--- src/rtl/cmp_arbiter.sv ---
// Round-robin arbiter that shares one pipelined comparator between NREQ requesters.
// Requester tags travel beside the comparator latency and steer each result to its owner.
module cmp_arbiter #(
  parameter int WIDTH = 65,
  parameter int NREQ  = 4,
  parameter int LAT   = 4
) (
  input  logic                        clk,
  input  logic                        rst,
  input  logic [NREQ-1:0]             req,
  input  logic [NREQ*(WIDTH+1)-1:0]   a_in,
  input  logic [NREQ*(WIDTH+1)-1:0]   b_in,
  input  logic                        en,
  output logic [NREQ-1:0]             gnt,
  output logic [WIDTH:0]              cmp_a,
  output logic [WIDTH:0]              cmp_b,
  output logic                        cmp_vld,
  input  logic                        cmp_gt,
  output logic [NREQ-1:0]             res_valid,
  output logic                        res_gt,
  output logic [3:0]                  inflight,
  output logic                        busy
);

  localparam int W  = WIDTH + 1;
  localparam int IW = (NREQ > 1) ? $clog2(NREQ) : 1;
  localparam logic [NREQ-1:0] LSB1 = NREQ'(1);

  typedef logic [IW-1:0] idx_t;

  idx_t            ptr_q, ptr_d;
  idx_t            gnt_idx, cand;
  logic            found, issue;
  logic [W-1:0]    sel_a, sel_b;
  logic [W-1:0]    cmp_a_q, cmp_b_q;
  logic [LAT:0]    tv_q;
  idx_t            tag_q [0:LAT];
  logic [NREQ-1:0] res_valid_q;
  logic            res_gt_q;
  logic [3:0]      inflight_q, inflight_d;

  always_comb begin
    // NOTE: every variable gets a default first so no path leaves it unassigned and infers a latch.
    found   = 1'b0;
    gnt_idx = '0;
    cand    = '0;
    for (int k = 0; k < NREQ; k++) begin
      cand = idx_t'((int'(ptr_q) + k) % NREQ);
      if (!found && req[cand]) begin
        found   = 1'b1;
        gnt_idx = cand;
      end
    end
    issue = found && en && rst;

    sel_a = '0;
    sel_b = '0;
    for (int i = 0; i < NREQ; i++) begin
      if (gnt_idx == idx_t'(i)) begin
        sel_a = a_in[i*W +: W];
        sel_b = b_in[i*W +: W];
      end
    end

    ptr_d = issue ? idx_t'((int'(gnt_idx) + 1) % NREQ) : ptr_q;

    // A grant and a retiring result in the same cycle cancel out.
    unique case ({issue, |res_valid_q})
      2'b10:   inflight_d = inflight_q + 4'd1;
      2'b01:   inflight_d = inflight_q - 4'd1;
      default: inflight_d = inflight_q;
    endcase
  end

  always_ff @(posedge clk or negedge rst) begin
    if (!rst) begin
      ptr_q       <= '0;
      cmp_a_q     <= '0;
      cmp_b_q     <= '0;
      tv_q        <= '0;
      res_valid_q <= '0;
      res_gt_q    <= 1'b0;
      inflight_q  <= '0;
    end else begin
      // NOTE: non-blocking so every register samples pre-edge values and the valid shift reads old stages.
      ptr_q      <= ptr_d;
      tv_q       <= {tv_q[LAT-1:0], issue};
      inflight_q <= inflight_d;
      if (issue) begin
        cmp_a_q <= sel_a;
        cmp_b_q <= sel_b;
      end
      res_valid_q <= tv_q[LAT] ? (LSB1 << tag_q[LAT]) : '0;
      if (tv_q[LAT]) begin
        res_gt_q <= cmp_gt;
      end
    end
  end

  always_ff @(posedge clk) begin
    // NOTE: the tag array is left unreset; each entry is only used when its reset valid bit is set.
    tag_q[0] <= gnt_idx;
    for (int s = 1; s <= LAT; s++) begin
      tag_q[s] <= tag_q[s-1];
    end
  end

  assign gnt       = issue ? (LSB1 << gnt_idx) : '0;
  assign cmp_a     = cmp_a_q;
  assign cmp_b     = cmp_b_q;
  assign cmp_vld   = tv_q[0];
  assign res_valid = res_valid_q;
  assign res_gt    = res_gt_q;
  assign inflight  = inflight_q;
  assign busy      = |inflight_q;

endmodule

--- config.mk ---
export PLATFORM = sky130hd
export DESIGN_NAME = cmp_arbiter
export DESIGN_NICKNAME = d
export VERILOG_FILES = /design/src/rtl/cmp_arbiter.sv
export SDC_FILE = /design/constraint.sdc
export NUM_CORES = 1
export LEC_CHECK = 0
export ABC_CLOCK_PERIOD_IN_PS = 5800
export BUFFER_PORTS_ARGS = -buffer_cell sky130_fd_sc_hd__buf_2
export CORE_AREA = 2 2 266 268
export CTS_CLUSTER_DIAMETER = 150
export CTS_CLUSTER_SIZE = 12
export DETAILED_ROUTE_END_ITERATION = 6
export DIE_AREA = 0 0 268 270
export GPL_TIMING_DRIVEN = 1
export SETUP_SLACK_MARGIN = 0.3
export SLEW_MARGIN = 20
export SYNTH_ARGS = -nofsm -noshare
export SYNTH_HDL_FRONTEND = slang
export SYNTH_SLANG_ARGS = --single-unit
export TNS_END_PERCENT = 10
--- constraint.sdc ---
create_clock -name clk -period 5.8 [get_ports clk]
set_input_delay 0.29 -clock clk [delete_from_list [all_inputs] [get_ports clk]]
set_output_delay 0.29 -clock clk [all_outputs]
set_load 0.05 [all_outputs]
======== After elaboration in Yosys (flattened, before gate mapping) ========
Memory sizes are Yosys's and may differ from the RTL's.
Cells that the tools add are included.
storage, ports and cells
  register bits ........................... 148
  memory bits (writable) .................. 10
  bits of input ports ..................... 536
  output and inout port bits .............. 147
  word-level logic and storage cells ...... 64
  memories kept ........................... 1
operators by class
  add/subtract/negate cells ............... 6
  order comparisons ....................... 4
  equal/unequal tests ..................... 5
  shift-type cells ........................ 2
  multiplexer cells ....................... 27
  reductions and logical operators ........ 12
memory list
  name   words  bits a word  read ports  clocked after Yosys merged registers in  wr ports  RTL line  text
  tag_q  5      2            5           0                                        5         37        idx_t tag_q [0:LAT];
operators with widths
  cell                 number
  $mux 66              8
  $lt 2x3->1 const B   4
  $bmux 1 s2           4
  $mux 1               8
  $mux 2               4
  $mux 4               2
  $pmux 4 s2           1
  $reduce_or 4->1      2
  $shl 1x2->4 const A  2
  $eq 2x2->1 const B   3
  $logic_and 1x1->1    5
  $add 2x1->2 const B  2
  $add 2x2->2 const B  2
  $add 4x1->4 const B  1
  $eq 2x1->1 const B   2
  $sub 4x1->4 const B  1
  $logic_not 1->1      3
  $logic_not 2->1      1
  $reduce_bool 2->1    1

======== Longest topological paths before layout ========
Gate-level depths: netlist of run 1.
  depth after elaboration ................. 17
  gate-level depth with buffers ........... 13
  mapped depth without buffers ............ 10

======== Worst setup path after synthesis of run 1 ========
No wires, ideal clock.
  path type ............................... register to output
  start ................................... register ptr_q[0]
  end ..................................... output gnt[3]
  arrival ................................. 2.124 ns
  data required time ...................... 5.510 ns
  setup slack ............................. 3.386 ns
  cell stages (with the launch flop) ...... 9
  path buffers ............................ 2
  cell sequence ........................... dfrtp_1 > nand2b_1 > a21oi_1 > a211o_1 > inv_1 > ha_1 > clkbuf_1 > clkbuf_1 > and2_1
on the way
  elaborated cells on any way between the ends .. 29
  classes of those cells .................. add/sub (3); shift (1); mux (17); reduce/logical (8)
RTL lines
  item                                                  RTL line  text
  from (decl)                                           31        idx_t ptr_q, ptr_d;
  from (signal assigned)                                86        ptr_q <= ptr_d;
  branches (longest 11 deep; another with $add 2x1->2)  -
  $mux 2 *                                              49        if (!found && req[cand]) begin
  named net gnt_idx[0]                                  32        idx_t gnt_idx, cand;
  $shl 1x2->4 *                                         108       assign gnt = issue ? (LSB1 << gnt_idx) : '0;
  $mux 4 *                                              108
  to (decl)                                             14        output logic [NREQ-1:0] gnt,
Mark *: on every way through the listed nets, which the timed path passes. The select of a mux whose other input is x is not followed.

======== Worst setup path in the final report of run 1 ========
  start ................................... register ptr_q[0]
  end ..................................... output gnt[1]
The elaborated chain is that of the path after synthesis.

==> results of run 1 <==
## logic make-up after synthesis
group / share of synthesized area
simple gates: 0.06906
buf+inv: 0.1120
flops: 0.4120
xor+xnor: 0.004621
fa+ha+maj: 0.009243
mux: 0.003565
compound gates: 0.3895
## worst register-to-register path, cell delays in order, from the launching register on
cell      delay, ns
dfrtp_1        0.41
nand2b_1       0.17
nor2b_1        0.13
o22ai_1        0.32
ha_1           0.29
nor2b_4        0.25
buf_4          0.61
a221o_1        0.50
a22oi_1        0.09
a21oi_1        0.19
## routing by layer
layer	global-route usage	vias up
li1	-	5316
met1	0.1276	5026
met4	0.05748	6
met5	0	-
met2	0.1875	544
met3	0.03775	66
## placed cells by master (no fill, tap or decap), types with 2 or more instances in the layout
master / synthesis / layout
ha_1: 7 / 4
nor2_1: 136 / 136
clkinvlp_4: 0 / 2
a22oi_1: 131 / 131
buf_2: 19 / 681
a21oi_1: 267 / 267
clkinv_4: 0 / 3
inv_8: 0 / 3
and2_1: 4 / 4
dfrtp_1: 148 / 148
o22ai_1: 2 / 2
buf_12: 0 / 5
dlygate4sd3_1: 0 / 2
clkinv_8: 0 / 2
inv_6: 0 / 4
inv_1: 136 / 136
a221o_1: 131 / 131
dfxtp_1: 10 / 10
nand2b_1: 3 / 3
or4_1: 2 / 2
nand2_1: 7 / 7
xor2_1: 4 / 4
clkbuf_16: 0 / 17
buf_4: 1 / 7
mux2_2: 3 / 3
ha_4: 0 / 3
## how the worst max path moves through the flow
stage              from        end  slack [ns]  depth (start not counted)
2_1_floorplan  ptr_q[0]     gnt[3]        3.39                          8
4_1_cts        ptr_q[0]     gnt[1]        2.48                          8
6_report       ptr_q[0]     gnt[1]        2.53                          8
5_1_grt        ptr_q[0]     gnt[1]        2.34                          8
3_3_place_gp     req[2]  cmp_a[44]        2.85                         10
3_5_place_dp        rst   cmp_b[9]        2.77                          6
## final cells by class
type | count | area [um^2] | share of cell area
Multi-Input combinational cell | 713 | 4571 | 0.3183
Sequential cell | 158 | 3904 | 0.2719
Timing Repair Buffer | 696 | 3592 | 0.2502
Tap cell | 940 | 1176 | 0.08192
Inverter | 137 | 514.2 | 0.03582
Clock buffer | 17 | 425.4 | 0.02963
Clock inverter | 15 | 172.7 | 0.01203
Antenna cell | 1 | 2.502 | 0.0001743
## cell usage after synthesis, drive strengths merged
cell and count:
dfrtp 148, mux2 3, nand2b 3, clkbuf 86, a21o 1, or4 2, o22ai 2, a221o 131
a21oi 267, or3 1, xnor2 1, dfxtp 10, inv 137, and2 4, ha 7, nand2 7
a31oi 2, a22oi 131, and3 1, nand3b 1, nor2b 2, a211o 1, nor3b 1, nor2 136
a221oi 1, buf 32, xor2 4, and3b 1, or4b 1, o21ai 2
## sequential cells by signal, indices dropped and copies added (netlist names)
name / cells
cmp_b: 66
tag_q: 10
cmp_a: 66
res_gt: 1
res_valid: 4
ptr_q: 2
inflight: 4
tv_q: 5
## power groups by stage
stage	Combinational (W)	Clock (W)	Sequential (W)
2_1_floorplan	0.00218	0	0.00326
3_3_place_gp	0.00489	0	0.00181
3_5_place_dp	0.00491	0	0.00182
4_1_cts	0.00492	0.00126	0.00181
5_1_grt	0.00527	0.00129	0.00187
6_report	0.00491	0.00118	0.00180
## per-stage QoR
| stage | hold WS (ns) | power [W] |
|---|---|---|
| after global placement | 0.3094 | 0.006703 |
| after floorplan | -0.005591 | 0.005435 |
| final | 0.1126 | 0.007894 |
| after global routing | 0.1047 | 0.008432 |
| after CTS | 0.05953 | 0.007991 |
| after detailed placement | 0.3146 | 0.006728 |
==> metrics.txt, run 1 <==
Internal Power=0.003691 W; biggest area consumer among synthesized cells=dfrtp_1; area post-placement=13740 um^2; layout cells sized above 1=0.4234; Layout Nets=2266; Num CTS Buffers=17; Synth area leaders=dfrtp_1 39%, a21oi_1 14%, a221o_1 14%; sequential share of power=0.228; Final Util=0.2065; number of fillers in the final layout=7781; Fin. Hold Viols=0; R2R Path End=cmp_b[63]; largest net degree at the start of global routing=185; Worst Min Path Start=a_in[262]; vias in the first global route=10.36k; RSZ-0062 raised after global routing=false; unique cell type count in the Yosys netlist=36; core area=69540 um^2; CP cell instances=nand2b_1 -> a21oi_1 -> a211o_1 -> inv_1 -> ha_4 -> buf_4 -> and2_1 -> buf_2; power share of the clock group=0.150; synth warn=0; critical path buffer and inverter count=3; total grt overflow=0; WP data required=5.51 ns; reg2reg setup slack=2.78 ns; register bit total from synthesis=158; IO Port Bufs=682; Setup crit start kind=register; Met1 Routed Length=16940 um; H-tree levels=4; CTS sink cnt=158; Root Buffer=clkbuf_16; First-pass DRT Iterations=5; Crit Path Class=register to output pin; minimum clock period=3.269 ns; Tcrit/Tclk final=0.5637; Final WS setup=2.531 ns; Inst Count DP=2642; Max Freq=305.9 MHz; worst slack, placed=2.774 ns; status=finished clean; highest routed layer=met5; final WL=42820 um; Die Ht=270 um; combinational power share=0.621; Final Setup Violations=0; worst-path maximum fanout=73; Leakage=7.086 nW; Die X=268 um; via/cell ratio=4.093; delay-heaviest family, CP=buffers and inverters; Avg WL per Cell=15.99 um; Post-Syn Instances=1126; max-slew violation count=0; worst r2r src=ptr_q[0]; Final HPWL DP=32830 um; cts repair resizes=0; Hold Crit Endpoint=cmp_a[64]; Sw Share=0.5324; critical path's largest stage delay=0.62 ns; DRC viols=0; Worst-Margin Slew=0.9149 ns; Reg clk slew, reported paths=0.07 ns; Hold Path Depth=3; Row Count=97; CTS tree=done; global-route wire length before repair=61180 um; # hold bufs at CTS=2; GPL Wtd Cong=0.8475; # IOs=683; worst vdd ir=0.1756 mV; Synthesized Nets=1669; Critical Path End Type=output pin; Worst slew margin=0.3901; Slowest-stage cell, CP=buf_4; Switch Pwr=0.004203 W; Non-Filler Instances=2677; maxcap violations=0; Final Instance Area=14360 um^2; Iter 0 DRT Violations=664; Routed Antenna Nets=0; metal3 WL=3864 um; Post-CTS Setup Bufs=0; worst r2r path cells=9; initial antenna violation count=5; CTS Buffer Depth=2; area growth from synthesis to layout=51.52%; via count=10.96k; die area=72360 um^2; P per Cell Area=549.8 nW/um^2; post-synth top area share=0.3909; Initial Utilization=0.1363; crit path DAT=2.98 ns; Final Skew=0.01458 ns; worst hold-check path type=primary input to register; gr usage total=0.1127; Seq/Total Area, Yosys=0.4120; post-synthesis cell area=9475 um^2; metal2 WL=20280 um; Skew-Pair Late Insertion Delay=0.47 ns; Avg Inst Size Synth=8.415 um^2; setup TNS=0 ns
No activity file was read; power rests on OpenSTA's default activity.
==> run 2, diff against run 1 <==
--- a/config.mk
+++ b/config.mk
@@ -5,13 +5,13 @@
 export SDC_FILE = /design/constraint.sdc
 export NUM_CORES = 1
 export LEC_CHECK = 0
-export ABC_CLOCK_PERIOD_IN_PS = 5800
+export ABC_CLOCK_PERIOD_IN_PS = 3400
 export BUFFER_PORTS_ARGS = -buffer_cell sky130_fd_sc_hd__buf_2
-export CORE_AREA = 2 2 266 268
+export CORE_AREA = 2 2 267 269
 export CTS_CLUSTER_DIAMETER = 150
 export CTS_CLUSTER_SIZE = 12
 export DETAILED_ROUTE_END_ITERATION = 6
-export DIE_AREA = 0 0 268 270
+export DIE_AREA = 0 0 269 271
 export GPL_TIMING_DRIVEN = 1
 export SETUP_SLACK_MARGIN = 0.3
 export SLEW_MARGIN = 20
==> constraint.sdc (replaced) <==
create_clock -name clk -period 3.4 [get_ports clk]
set_input_delay 0.17 -clock clk [delete_from_list [all_inputs] [get_ports clk]]
set_output_delay 0.17 -clock clk [all_outputs]
set_load 0.05 [all_outputs]
==> run 2 against run 1 <==
  * Register-to-register slack worse by 2.3 ns
  * Power up 77%
  * Non-clock buffer count up 130
  * First-iteration DRC count up 0.15%
  * Setup slack worse by 2.1 ns
  * Critical endpoint is now gnt[3]
  * Highest routed layer unchanged
==> metrics.txt, run 2 (synthesis results as in run 1) <==
status=finished clean (unchanged); worst slack, placed=0.4657 ns (was 2.774 ns); Avg WL per Cell=15.87 um (was 15.99 um); via count=11.56k (was 10.96k); critical path's largest stage delay=0.44 ns (was 0.62 ns); H-tree levels=4 (unchanged); Fin. Hold Viols=0 (unchanged); Switch Pwr=0.007249 W (was 0.004203 W); Final Setup Violations=0 (unchanged); Num CTS Buffers=17 (unchanged); setup TNS=0 ns (unchanged); Initial Utilization=0.1358 (was 0.1363); most common cell after layout, fill and taps aside=buf_2 (unchanged); Setup crit start kind=register (unchanged); max-slew violation count=0 (unchanged); die area=72900 um^2 (was 72360 um^2); CTS sink cnt=158 (unchanged); Die Ht=271 um (was 270 um); Row Count=97 (unchanged); Leakage=7.693 nW (was 7.086 nW); CTS Buffer Depth=2 (unchanged); delay-heaviest family, CP=buffers and inverters (unchanged); worst-path maximum fanout=41 (was 73); Skew-Pair Late Insertion Delay=0.48 ns (was 0.47 ns); global-route wire length before repair=63380 um (was 61180 um); CTS tree=done (unchanged); Worst-Margin Slew=0.7679 ns (was 0.9149 ns); Die X=269 um (was 268 um); combinational power share=0.624 (was 0.621); power share of the clock group=0.155 (was 0.150); Tcrit/Tclk final=0.8662; crit path DAT=2.78 ns (was 2.98 ns); gr usage total=0.1161 (was 0.1127); worst hold-check path type=primary input to register (unchanged); core area=69790 um^2 (was 69540 um^2); Final Skew=0.007603 ns (was 0.01458 ns); GPL Wtd Cong=0.8583 (was 0.8475); Slowest-stage cell, CP=ha_4 (was buf_4); Routed Antenna Nets=0 (unchanged); Final WS setup=0.4548 ns (was 2.531 ns); WP data required=3.23 ns (was 5.51 ns); Root Buffer=clkbuf_16 (unchanged); worst vdd ir=0.4782 mV (was 0.1756 mV); Hold Slack=0.04959 ns (was 0.1126 ns); Final HPWL DP=33640 um (was 32830 um); area post-placement=13960 um^2 (was 13740 um^2); initial antenna violation count=5 (unchanged); most frequent cells in the layout=681 x buf_2, 267 x a21oi_1, 148 x dfrtp_1 (unchanged); Crit Path Class=register to output pin (unchanged); Final Util=0.2252 (was 0.2065); Iter 0 DRT Violations=665 (was 664); critical path buffer and inverter count=3 (unchanged); area growth from synthesis to layout=65.83% (was 51.52%); Worst slew margin=0.4881 (was 0.3901); CP cell instances=nand2b_1 -> a21oi_1 -> a211o_1 -> inv_1 -> ha_4 -> buf_12 -> and2_1 -> buf_2 (was nand2b_1 -> a21oi_1 -> a211o_1 -> inv_1 -> ha_4 -> buf_4 -> and2_1 -> buf_2); total grt overflow=0 (unchanged); via/cell ratio=4.114 (was 4.093); layout cells sized above 1=0.4057 (was 0.4234); Post-CTS Setup Bufs=0 (unchanged); minimum clock period=2.945 ns; Internal Power=0.006741 W (was 0.003691 W); sequential share of power=0.222 (was 0.228); First-pass DRT Iterations=5 (unchanged); Critical Path End Type=output pin (unchanged); RSZ-0062 raised after global routing=true (was false); Reg clk slew, reported paths=0.07 ns (about the same); Layout Nets=2396 (was 2266); maxcap violations=0 (unchanged); # IOs=683 (unchanged); Max Freq=339.5 MHz; DRC viols=0 (unchanged); Final Instance Area=15710 um^2 (was 14360 um^2); final WL=44600 um (was 42820 um); P per Cell Area=890.4 nW/um^2 (was 549.8 nW/um^2); largest net degree at the start of global routing=149 (was 185); IO Port Bufs=682 (unchanged); vias in the first global route=11.27k (was 10.36k); Sw Share=0.5182 (was 0.5324)
==> run 2: cell types whose count changed in the layout (fill, tap and decap cells not counted), moves of 2 or more <==
cell | previous run | this run
clkinv_8 | 2 | 0
diode_2 | 1 | 4
buf_12 | 5 | 10
buf_4 | 7 | 24
clkinv_2 | 0 | 2
dlygate4sd3_1 | 2 | 110
bufinv_16 | 1 | 4
clkinv_4 | 3 | 1
==> run 2: stage by stage <==
| step | total power [W] | cells |
|---|---|---|
| 2_1_floorplan | 0.009271 | 1126 |
| 3_3_place_gp | 0.01172 | 2664 |
| 3_5_place_dp | 0.01177 | 2664 |
| 4_1_cts | 0.01414 | 2806 |
| 5_1_grt | 0.01494 | 2810 |
| 6_report | 0.01399 | 2810 |
==> run 2: power by group through the flow <==
stage	logic [W]	registers, W	clock network, W
after global routing	0.00939	0.00320	0.00235
after global placement	0.00860	0.00312	0
final	0.00873	0.00310	0.00216
after floorplan	0.00371	0.00556	0
after CTS	0.00875	0.00311	0.00228
after detailed placement	0.00864	0.00313	0
==> run 2: path summary, 6_finish.rpt <==
kind | slack, ns | cells past startpoint | end | startpoint
worst max-delay path | 0.45 | 8 | gnt[3] | ptr_q[0]
worst min-delay path | 0.05 | 3 | cmp_a[4] | a_in[202]
worst max register to register | 0.53 | 10 | cmp_a[4] | ptr_q[0]
worst min register to register | 0.33 | 0 | tag_q[0][7] | tag_q[0][5]
max in group asynchronous | 1.82 | 4 | cmp_a[55] | rst
min in group asynchronous | 0.15 | 2 | cmp_a[1] | rst
==> run 2: area by class of cell <==
type | instances | area, um^2
tap | 940 | 1176
clock inverter | 14 | 206.4
fill | 7681 | 54070
multi-input combinational | 713 | 4572
clock buffer | 18 | 429.2
sequential | 158 | 3904
antenna | 4 | 10.01
timing repair buffer | 826 | 4901
inverter | 137 | 514.2
==> run 2: worst register-to-register path: cells and delay by family (launching register included) <==
kind	cells	cell delay [ns]
flops	1	0.39
buf+inv	3	1.05
fa+ha+maj	1	0.20
compound gates	5	1.01
simple gates	1	0.14
==> run 2: metal layers <==
metal	vias up	wire length, um	track usage
li1	5589	-	-
met1	5307	17370	0.1256
met2	579	21530	0.1971
met3	83	3272	0.03122
met4	2	2414	0.07851
met5	-	13	0
==> run 2: repair_timing <==
action,in CTS,in global routing
hold buffers,110,0
setup endpoints to repair,0,4
endpoints found under the hold margin,167,0
resized for setup,0,1
